===== config.mk =====
export PLATFORM = sky130hd
export DESIGN_NAME = apb_requester
export DESIGN_NICKNAME = d
export VERILOG_FILES = /design/src/rtl/apb_pkg.sv /design/src/rtl/apb_requester.sv
export SDC_FILE = /design/constraint.sdc
export NUM_CORES = 1
export LEC_CHECK = 0
export CAP_MARGIN = 10
export CORE_MARGIN = 3
export CORE_UTILIZATION = 38
export CTS_CLUSTER_DIAMETER = 200
export CTS_CLUSTER_SIZE = 28
export DETAILED_ROUTE_END_ITERATION = 10
export HOLD_SLACK_MARGIN = 0.1
export PLACE_DENSITY = 0.8
export SLEW_MARGIN = 10
export SYNTH_ARGS = -nofsm -noshare
export SYNTH_HDL_FRONTEND = slang
export SYNTH_SLANG_ARGS = --single-unit

===== constraint.sdc =====
create_clock -name pclk -period 2.15 [get_ports pclk]
set_input_delay 0.215 -clock pclk [delete_from_list [all_inputs] [get_ports pclk]]
set_output_delay 0.215 -clock pclk [all_outputs]
set_load 0.02 [all_outputs]

===== src/rtl/apb_pkg.sv =====
// Shared types for the APB requester: FSM states, default widths
// and the response bundle.
package apb_pkg;

    localparam int ADDR_W_DEF = 32;
    localparam int DATA_W_DEF = 32;

    typedef enum logic [1:0] {
        IDLE,
        SETUP,
        ACCESS,
        RESP
    } apb_req_state_e;

    typedef struct packed {
        logic [DATA_W_DEF-1:0] rdata;
        logic                  err;
        logic                  timeout;
    } apb_rsp_t;

endpackage


===== src/rtl/apb_requester.sv =====
// APB requester: one command in, one APB transfer out, one response
// back, with a bounded wait-state timeout.
module apb_requester
    import apb_pkg::*;
#(
    parameter int ADDR_W  = ADDR_W_DEF,
    parameter int DATA_W  = DATA_W_DEF,
    parameter int TIMEOUT = 16
) (
    input  logic              pclk,
    input  logic              presetn,
    input  logic              cmd_valid,
    output logic              cmd_ready,
    input  logic              cmd_write,
    input  logic [ADDR_W-1:0] cmd_addr,
    input  logic [DATA_W-1:0] cmd_wdata,
    output logic              rsp_valid,
    input  logic              rsp_ready,
    output logic [DATA_W-1:0] rsp_rdata,
    output logic              rsp_err,
    output logic              rsp_timeout,
    output logic              psel,
    output logic              penable,
    output logic              pwrite,
    output logic [ADDR_W-1:0] paddr,
    output logic [DATA_W-1:0] pwdata,
    input  logic [DATA_W-1:0] prdata,
    input  logic              pready,
    input  logic              pslverr
);

    localparam int CW = (TIMEOUT < 1) ? 1 : $clog2(TIMEOUT + 1);

    apb_req_state_e state;
    apb_req_state_e next;

    logic [CW-1:0] wcnt;
    logic          accept;
    logic          done;
    logic          tout;

    assign accept = cmd_valid && cmd_ready;
    assign done   = (state == ACCESS) && pready;
    // Timeout only fires while still waiting; a completing pready wins.
    assign tout   = (TIMEOUT > 0) && (state == ACCESS) && !pready
                    && (wcnt == CW'(TIMEOUT - 1));

    always_ff @(posedge pclk) begin
        if (!presetn) begin
            state <= IDLE;
        end else begin
            state <= next;
        end
    end

    always_comb begin
        next = state;
        unique case (state)
            IDLE:    if (accept) next = SETUP;
            SETUP:   next = ACCESS;
            ACCESS:  if (done || tout) next = RESP;
            RESP:    if (rsp_ready) next = IDLE;
            default: next = IDLE;
        endcase
    end

    always_comb begin
        cmd_ready = presetn && (state == IDLE);
        rsp_valid = (state == RESP);
    end

    // APB strobes are registered from the next state.
    always_ff @(posedge pclk) begin
        if (!presetn) begin
            psel        <= 1'b0;
            penable     <= 1'b0;
            pwrite      <= 1'b0;
            paddr       <= '0;
            pwdata      <= '0;
            wcnt        <= '0;
            rsp_rdata   <= '0;
            rsp_err     <= 1'b0;
            rsp_timeout <= 1'b0;
        end else begin
            psel    <= (next == SETUP) || (next == ACCESS);
            penable <= (next == ACCESS);
            if (accept) begin
                pwrite <= cmd_write;
                paddr  <= cmd_addr;
                pwdata <= cmd_wdata;
                wcnt   <= '0;
            end else if (state == ACCESS && !pready && wcnt != '1) begin
                wcnt <= wcnt + 1'b1;
            end
            if (done) begin
                rsp_rdata   <= pwrite ? '0 : prdata;
                rsp_err     <= pslverr;
                rsp_timeout <= 1'b0;
            end else if (tout) begin
                rsp_rdata   <= '0;
                rsp_err     <= 1'b1;
                rsp_timeout <= 1'b1;
            end
        end
    end

endmodule


---- Word level (Yosys, flattened, before mapping) ----
Index checks and enable logic that the tools add are counted.
word-level totals
  output and inout port bits .............. 103
  flip-flop bits (word level) ............. 108
cells by class
  reduce and logical (&&, ||, !) cells .... 13
  bitwise logic cells ..................... 1
  muxes and demuxes ....................... 9
  add/sub/neg operators ................... 1
  eq/ne operators ......................... 7
operators with widths
  kind                 count
  $mux 32              3
  $pmux 2 s4           1
  $eq 2x2->1 const B   3
  $logic_and 1x1->1    6
  $mux 2               3
  $add 5x1->5 const B  1
  $eq 5x4->1 const B   1
  $ne 5x5->1 const B   1
  $eq 2x1->1 const B   2
  $reduce_or 2->1      2
  $logic_not 2->1      1
  $logic_or 1x1->1     2
  $mux 1               2
  $reduce_bool 2->1    1
  $logic_not 1->1      1
  $not 1->1            1

---- Logic depth before layout (Yosys ltp) ----
Gate-level depths: netlist of the first run.
  depth after elaboration ................. 8
  depth in mapped cells ................... 8

---- Worst setup path after synthesis of the first run ----
Ideal clock, no wire load.
  path type ............................... reg2reg
  start point ............................. register wcnt[0]
  end point ............................... register wcnt[3]
  buffers on the path ..................... 0
  path slack .............................. 240 ps
  required time ........................... 2,080 ps
  stages on the path, launching flop included .. 7
  clock period less this slack ............ 1,910 ps
  data arrival time ....................... 1,840 ps
  cells stage by stage .................... dfxtp_1 -> ha_1 -> and3_1 -> ha_1 -> or4b_4 -> or3_1 -> a21oi_1
on the way
  cells in the longest elaborated chain, start to end .. 2
  elaborated cells on any way between the ends .. 3
  classes of those cells .................. add/sub: 1; eq/ne: 1; reduce/logical: 1
RTL lines
  what                                                 line                 RTL
  from (decl)                                          apb_requester.sv:37  logic [CW-1:0] wcnt;
  from (signal assigned)                               apb_requester.sv:93  wcnt <= wcnt + 1'b1;
  branches (longest 2 deep; another with $add 5x1->5)  n/a
Several ways; the timed one is not identified.
A chain may end at the register's enable or synchronous reset.

---- Worst setup path in the final report of the first run ----
Same ends and word-level chain as after synthesis.

==> results of run 1 <==
==> cell families after synthesis <==
family / count (synthesis)
AOI/OAI and AO/OA: 141
buffers and inverters: 32
adders and majority gates: 4
xor gates and xnor gates: 1
DFF: 108
and+or+nand+nor: 58
==> cell usage after synthesis (2+ instances only) <==
cell type | count | share of area (%)
a21boi_1 | 3 | 0.61
a21boi_0 | 30 | 6.1
clkbuf_1 | 15 | 1.5
nor2_1 | 6 | 0.61
nor2b_1 | 2 | 0.34
buf_2 | 11 | 1.5
o21ai_0 | 34 | 4.6
inv_1 | 3 | 0.31
a22o_1 | 65 | 15
a21oi_1 | 4 | 0.54
buf_4 | 3 | 0.61
nand2_1 | 35 | 3.6
dfxtp_1 | 108 | 59
and2_1 | 4 | 0.68
or3_1 | 2 | 0.34
and3_1 | 2 | 0.34
ha_1 | 4 | 1.4
==> what timing repair did <==
action	CTS	global route
resized for setup	1	1
hold endpoints to repair	0	0
setup endpoints to repair	1	1
hold buffers	0	0
==> worst min-delay path by stage <==
stage                                  startpoint                    endpoint  slack (ns)  cells past startpoint
final                                   prdata[7]   rsp_rdata[7]$_SDFFE_PN0P_        0.42                      3
after detailed placement  pwdata[11]$_SDFFE_PN0P_     pwdata[11]$_SDFFE_PN0P_        0.45                      1
after global routing                   prdata[29]  rsp_rdata[29]$_SDFFE_PN0P_        0.39                      3
after global placement     paddr[12]$_SDFFE_PN0P_      paddr[12]$_SDFFE_PN0P_        0.46                      1
after CTS                               prdata[7]   rsp_rdata[7]$_SDFFE_PN0P_        0.39                      3
after floorplan                       cmd_addr[0]       paddr[0]$_SDFFE_PN0P_        0.35                      1
==> where the power goes <==
group,switching (mW),internal [mW]
sequential,0.0689,2.12
clock,0.674,0.462
combinational,0.365,0.468
total,1.11,3.05
==> final cells by class <==
class / count / area, um^2
Sequential cell: 108 / 2160
Multi-Input combinational cell: 204 / 1420
Timing Repair Buffer: 213 / 2120
Inverter: 3 / 11.3
Fill cell: 755 / 3270
Tap cell: 129 / 161
Clock inverter: 6 / 45.0
Clock buffer: 10 / 138
==> state kept, by name (all words and copies together) (netlist names) <==
signal       cells
psel             1
pwdata          32
rsp_err          1
rsp_timeout      1
pwrite           1
penable          1
wcnt             5
rsp_rdata       32
paddr           32
state            2
==> worst max-delay path, delay by kind of cell (launching register included) <==
kind,cells,cell delay [ns]
compound gates,1,0.14
fa+ha+maj,2,0.43
simple gates,3,1.08
flops,1,0.35
==> through the flow <==
step / cell area (um^2) / hold slack, ns
after detailed placement: 5870 / 0.453
after global placement: 5870 / 0.455
after floorplan: 3690 / 0.348
after CTS: 6050 / 0.388
final: 6060 / 0.416
after global routing: 6060 / 0.395
==> routing by layer <==
layer  routed length [um]  GRT usage [%]  vias up
met3                  591           5.93       12
li1                     -              -     1629
met2                 5720           34.2      100
met5                    0              0        -
met4                  142           4.94        0
met1                 4470           23.0     1557
==> impl_metrics.py, run 1 <==
metrics = {
    "placement": {
        "pre_cts_ws_ns": 0.104,
        "dpl.cell_count": 657,
        "port_buffers": 205,
        "hpwl_um": 8050,
        "routabilityCongestion": 0.733,
    },
    "worst_setup_path": {
        "worst-setup-path-type": "reg -> reg",
        "r2r_start": "wcnt[0]$_SDFFE_PP0P_",
        "worstPathRequired_ns": 2.45,
        "end_kind": "register",
        "reg2reg_depth": 6,
        "start_kind": "register",
        "path_cells": "ha_1, and3_1, ha_1, or4b_4, or3_1, a21oi_1",
        "ff2ff_setup_slack_ns": 0.1,
        "cp_max_fo": 5,
        "slowest_stage": "or4b_4",
        "r2r_end": "wcnt[3]$_SDFFE_PP0P_",
        "cp.arrival_ns": 2.35,
        "slowest_delay_ns": 0.51,
        "cp-startpoint": "wcnt[0]$_SDFFE_PP0P_",
        "critPathMostFrequentCell": "ha_1",
        "crit_path_end": "wcnt[3]$_SDFFE_PP0P_",
    },
    "floorplan": {
        "die_w_um": 105,
        "die_area_um2": 10900,
        "io_pins": 206,
        "start_util_pct": 39.6,
        "core_area_um2": 9330,
        "die_h_um": 105,
        "rows": 35,
    },
    "clocking": {
        "clk_latency_ns": 0.35,
        "cts_max_level": 3,
        "cts_max_path_buffers": 2,
        "path_clk_slew_ns": 0.10,
        "cts_root_buf": "clkbuf_8",
        "postCtsSetupBuffers": 0,
        "numCtsBuffers": 9,
        "clock-sinks": 108,
        "cts_tree": "done",
    },
    "pwr": {
        "power_density_nw_per_um2": 686,
        "total_leakage_power_nw": 2.22,
        "totalPowerFinal_mw": 4.16,
        "ir_drop_v": 0.000430,
    },
    "route": {
        "drt_first_pass_iters": 4,
        "via_per_inst": 4.90,
        "wl_per_cell_um": 16.2,
        "wl_um": 10900,
        "ant_nets": 0,
        "drt_iter0_markers": 147,
        "num_vias": 3298,
        "remaining_drc_errors": 0,
    },
    "finish": {
        "drive_gt1_share_pct": 5.70,
        "area_growth_pct": 64.2,
        "final_common_cell": "clkdlybuf4s50_1",
        "finalNetCount": 646,
        "final_cells": 673,
        "layout_common_cells": "clkdlybuf4s50_1, dfxtp_1, a22o_1",
        "final_util_pct": 65.0,
        "diodes": 0,
    },
    "timing": {
        "period_share_pct": 95.5,
        "maxSlewHeadroom_pct": 57.7,
        "fin_crit_ns": 2.05,
        "fin_tns_setup_ns": 0,
        "finalMaxSlewViolations": 0,
        "final_hold_viol_count": 0,
        "setup_violations": 0,
        "max_freq_mhz": 487,
        "tightest_slew_ns": 0.635,
        "layout_setup_ws_ns": 0.0967,
        "skew_ns": 0.00991,
        "rsz0062_at_grt": "false",
    },
    "synth": {
        "syn_nets": 451,
        "ys_types": 30,
        "synth.cell_area_um2": 3690,
        "synth-seq-area-share_pct": 58.6,
        "yosys_register_bits": 108,
        "synth-adder-area-share_pct": 1.36,
        "synth_compound_area_share_pct": 28.5,
        "syn_avg_cell_area_um2": 10.7,
        "synth_edf_count": 0,
        "syn_inst": 344,
        "synthXorXnorAreaFrac_pct": 0.237,
        "synth_top_family_by_area": "compound AO/OA/AOI/OAI gates",
        "synthMuxAreaShare_pct": 0,
        "synthSimpleGateAreaFrac_pct": 7.39,
        "synthFlopType": "dfxtp_1",
        "yosys_warnings": 0,
        "async_flop_share_pct": 0,
    },
    "global_routing": {
        "grt_first_pass_wirelength_um": 17300,
        "gr-total-overflow": 0,
        "grt_pass1_vias": 3297,
        "track_usage_pct": 19.4,
        "grt_max_degree": 63,
        "antenna_found_initial": 0,
    },
    "run": {
        "maxCapViolCount": 0,
    },
    "hold_path": {
        "min_path_type": "in -> reg",
    },
    "status": {
        "run_status": "complete, no violations",
    },
}
Note: power is estimated with default switching activity, not from simulation.
==> run 2, diff against run 1 <==
--- a/config.mk
+++ b/config.mk
@@ -8,7 +8,7 @@
 export CAP_MARGIN = 10
 export CORE_MARGIN = 3
 export CORE_UTILIZATION = 38
-export CTS_CLUSTER_DIAMETER = 200
+export CTS_CLUSTER_DIAMETER = 120
 export CTS_CLUSTER_SIZE = 28
 export DETAILED_ROUTE_END_ITERATION = 10
 export HOLD_SLACK_MARGIN = 0.1
==> results of run 2 <==
The final DEF is identical to that of run 1; final timing and power are the same.
==> run 3, diff against run 2 <==
--- a/config.mk
+++ b/config.mk
@@ -13,6 +13,7 @@
 export DETAILED_ROUTE_END_ITERATION = 10
 export HOLD_SLACK_MARGIN = 0.1
 export PLACE_DENSITY = 0.8
+export SKIP_CTS_REPAIR_TIMING = 1
 export SLEW_MARGIN = 10
 export SYNTH_ARGS = -nofsm -noshare
 export SYNTH_HDL_FRONTEND = slang
==> run 3 against run 2 <==
Effect of this change:
- wire length grew 0.16%
- combinational power hardly changed
- clock power about the same
- clock skew is 0.0018 ns higher
- power is essentially flat
- design area did not move
- highest routed layer unchanged
- final cell count is the same
- sequential power about the same
- global-route usage is the same
- setup slack about the same
- non-clock buffer count stayed put
==> impl_metrics.py, run 3 (same netlist as run 1, synthesis figures left out) <==
metrics = {
    "global_routing": {
        "antenna_found_initial": 0,
        "grt_max_degree": 63,
        "grt_pass1_vias": 3293,
        "grt_first_pass_wirelength_um": 17300,
        "track_usage_pct": 19.4,
        "gr-total-overflow": 0,
    },
    "finish": {
        "fill_cells": 753,
        "finalNetCount": 646,
        "area_growth_pct": 64.2,
        "fin_area_um2": 6060,
        "final_common_cell": "clkdlybuf4s50_1",
        "diodes": 0,
        "layout_common_cells": "clkdlybuf4s50_1, dfxtp_1, a22o_1",
        "top_regs": "paddr (32), pwdata (32), rsp_rdata (32)",
        "drive_gt1_share_pct": 5.70,
    },
    "worst_setup_path": {
        "slowest_stage": "or4b_4",
        "slowest_delay_ns": 0.51,
        "worst-setup-path-type": "reg -> reg",
        "r2r_start": "wcnt[0]$_SDFFE_PP0P_",
        "end_kind": "register",
        "reg2reg_depth": 6,
        "cp.arrival_ns": 2.35,
        "worstPathRequired_ns": 2.45,
        "cp_max_fo": 5,
        "start_kind": "register",
        "critPathMostFrequentCell": "ha_1",
        "ff2ff_setup_slack_ns": 0.1,
        "path_cells": "ha_1, and3_1, ha_1, or4b_4, or3_1, a21oi_1",
        "r2r_end": "wcnt[3]$_SDFFE_PP0P_",
    },
    "clocking": {
        "path_clk_slew_ns": 0.10,
        "clk_latency_ns": 0.35,
        "cts_max_path_buffers": 2,
        "cts_max_level": 3,
        "cts_root_buf": "clkbuf_8",
        "cts_tree": "done",
        "numCtsBuffers": 9,
        "clock-sinks": 108,
    },
    "floorplan": {
        "die_w_um": 105,
        "start_util_pct": 39.6,
        "core_area_um2": 9330,
        "rows": 35,
        "die_h_um": 105,
        "io_pins": 206,
        "die_area_um2": 10900,
    },
    "placement": {
        "routabilityCongestion": 0.733,
        "port_buffers": 205,
        "postPlaceCellArea_um2": 5870,
        "hpwl_um": 8050,
    },
    "hold_path": {
        "hold_depth": 3,
        "hold_end": "rsp_rdata[7]$_SDFFE_PN0P_",
        "min_path_type": "in -> reg",
        "min_from": "prdata[7]",
    },
    "pwr": {
        "switching_share_pct": 26.7,
        "power_density_nw_per_um2": 686,
        "total_leakage_power_nw": 2.22,
        "ir_drop_v": 0.000432,
        "pwr-share-seq_pct": 52.6,
        "pwr-share-clk_pct": 27.4,
        "p_switching_mw": 1.11,
        "p_int_mw": 3.05,
        "p_comb_share_pct": 20.0,
    },
    "route": {
        "wl_per_cell_um": 16.3,
        "drt_first_pass_iters": 4,
        "ant_nets": 0,
        "via_per_inst": 4.92,
        "remaining_drc_errors": 0,
        "drt_iter0_markers": 148,
        "num_vias": 3313,
        "wl_um": 10900,
    },
    "status": {
        "run_status": "complete, no violations",
    },
    "timing": {
        "finalMaxSlewViolations": 0,
        "tightest_slew_ns": 0.636,
        "maxSlewHeadroom_pct": 57.6,
        "rsz0062_at_grt": "false",
        "period_share_pct": 95.5,
        "max_freq_mhz": 487,
        "fin_tns_setup_ns": 0,
        "timing.hold.ws_ns": 0.414,
        "final_hold_viol_count": 0,
        "skew_ns": 0.0117,
        "setup_violations": 0,
        "fin_crit_ns": 2.05,
    },
    "run": {
        "maxCapViolCount": 0,
    },
}
==> run 3: cell counts in the layout (fill, tap and decap cells not counted) <==
Identical to the previous run, type by type.
==> run 3: per-layer routing <==
metal	routed length (um)	up-vias	track usage (%)
met4	158	0	4.94
met1	4480	1569	23.0
li1	-	1629	-
met5	0	-	0
met3	592	14	5.93
met2	5710	101	34.2
==> run 3: critical path: cells and delay by family, from the launching register on <==
family	cells	cell delay, ns
flops	1	0.36
compound gates	1	0.14
simple gates	3	1.08
fa+ha+maj	2	0.43
==> run 3: power groups by stage <==
stage	Combinational (mW)	Sequential [mW]	Clock [mW]
3_3_place_gp	0.821	2.23	0
5_1_grt	0.885	2.20	1.25
2_1_floorplan	0.217	2.36	0
3_5_place_dp	0.835	2.23	0
6_report	0.834	2.19	1.14
4_1_cts	0.838	2.18	1.18
==> run 3: cell type report <==
cell class / count / area [um^2] / share of cell area [%]
sequential: 108 / 2160 / 35.7
timing repair buffer: 213 / 2120 / 35.1
multi-input combinational: 204 / 1420 / 23.4
tap: 129 / 161 / 2.66
clock buffer: 10 / 138 / 2.27
clock inverter: 6 / 45.0 / 0.743
inverter: 3 / 11.3 / 0.186
==> run 3: how the worst max path moves through the flow <==
stage	start	end	slack, ns	cells past startpoint
final	wcnt[0]$_SDFFE_PP0P_	wcnt[3]$_SDFFE_PP0P_	0.1	6
after detailed placement	wcnt[0]$_SDFFE_PP0P_	wcnt[3]$_SDFFE_PP0P_	0.10	6
after floorplan	wcnt[0]$_SDFFE_PP0P_	wcnt[3]$_SDFFE_PP0P_	0.24	6
after CTS	state[0]$_SDFF_PN0_	cmd_ready	-0.02	3
after global routing	wcnt[0]$_SDFFE_PP0P_	wcnt[3]$_SDFFE_PP0P_	0.003	6
after global placement	wcnt[0]$_SDFFE_PP0P_	wcnt[3]$_SDFFE_PP0P_	0.19	6
==> run 3: per-stage QoR <==
stage	std cells	power [mW]	util [%]	setup WS, ns
2_1_floorplan	344	2.58	-	0.240
3_3_place_gp	657	3.05	62.9	0.191
3_5_place_dp	657	3.06	62.9	0.104
4_1_cts	673	4.20	64.9	-0.0188
5_1_grt	673	4.34	65.0	0.00296
6_report	673	4.16	65.0	0.0966
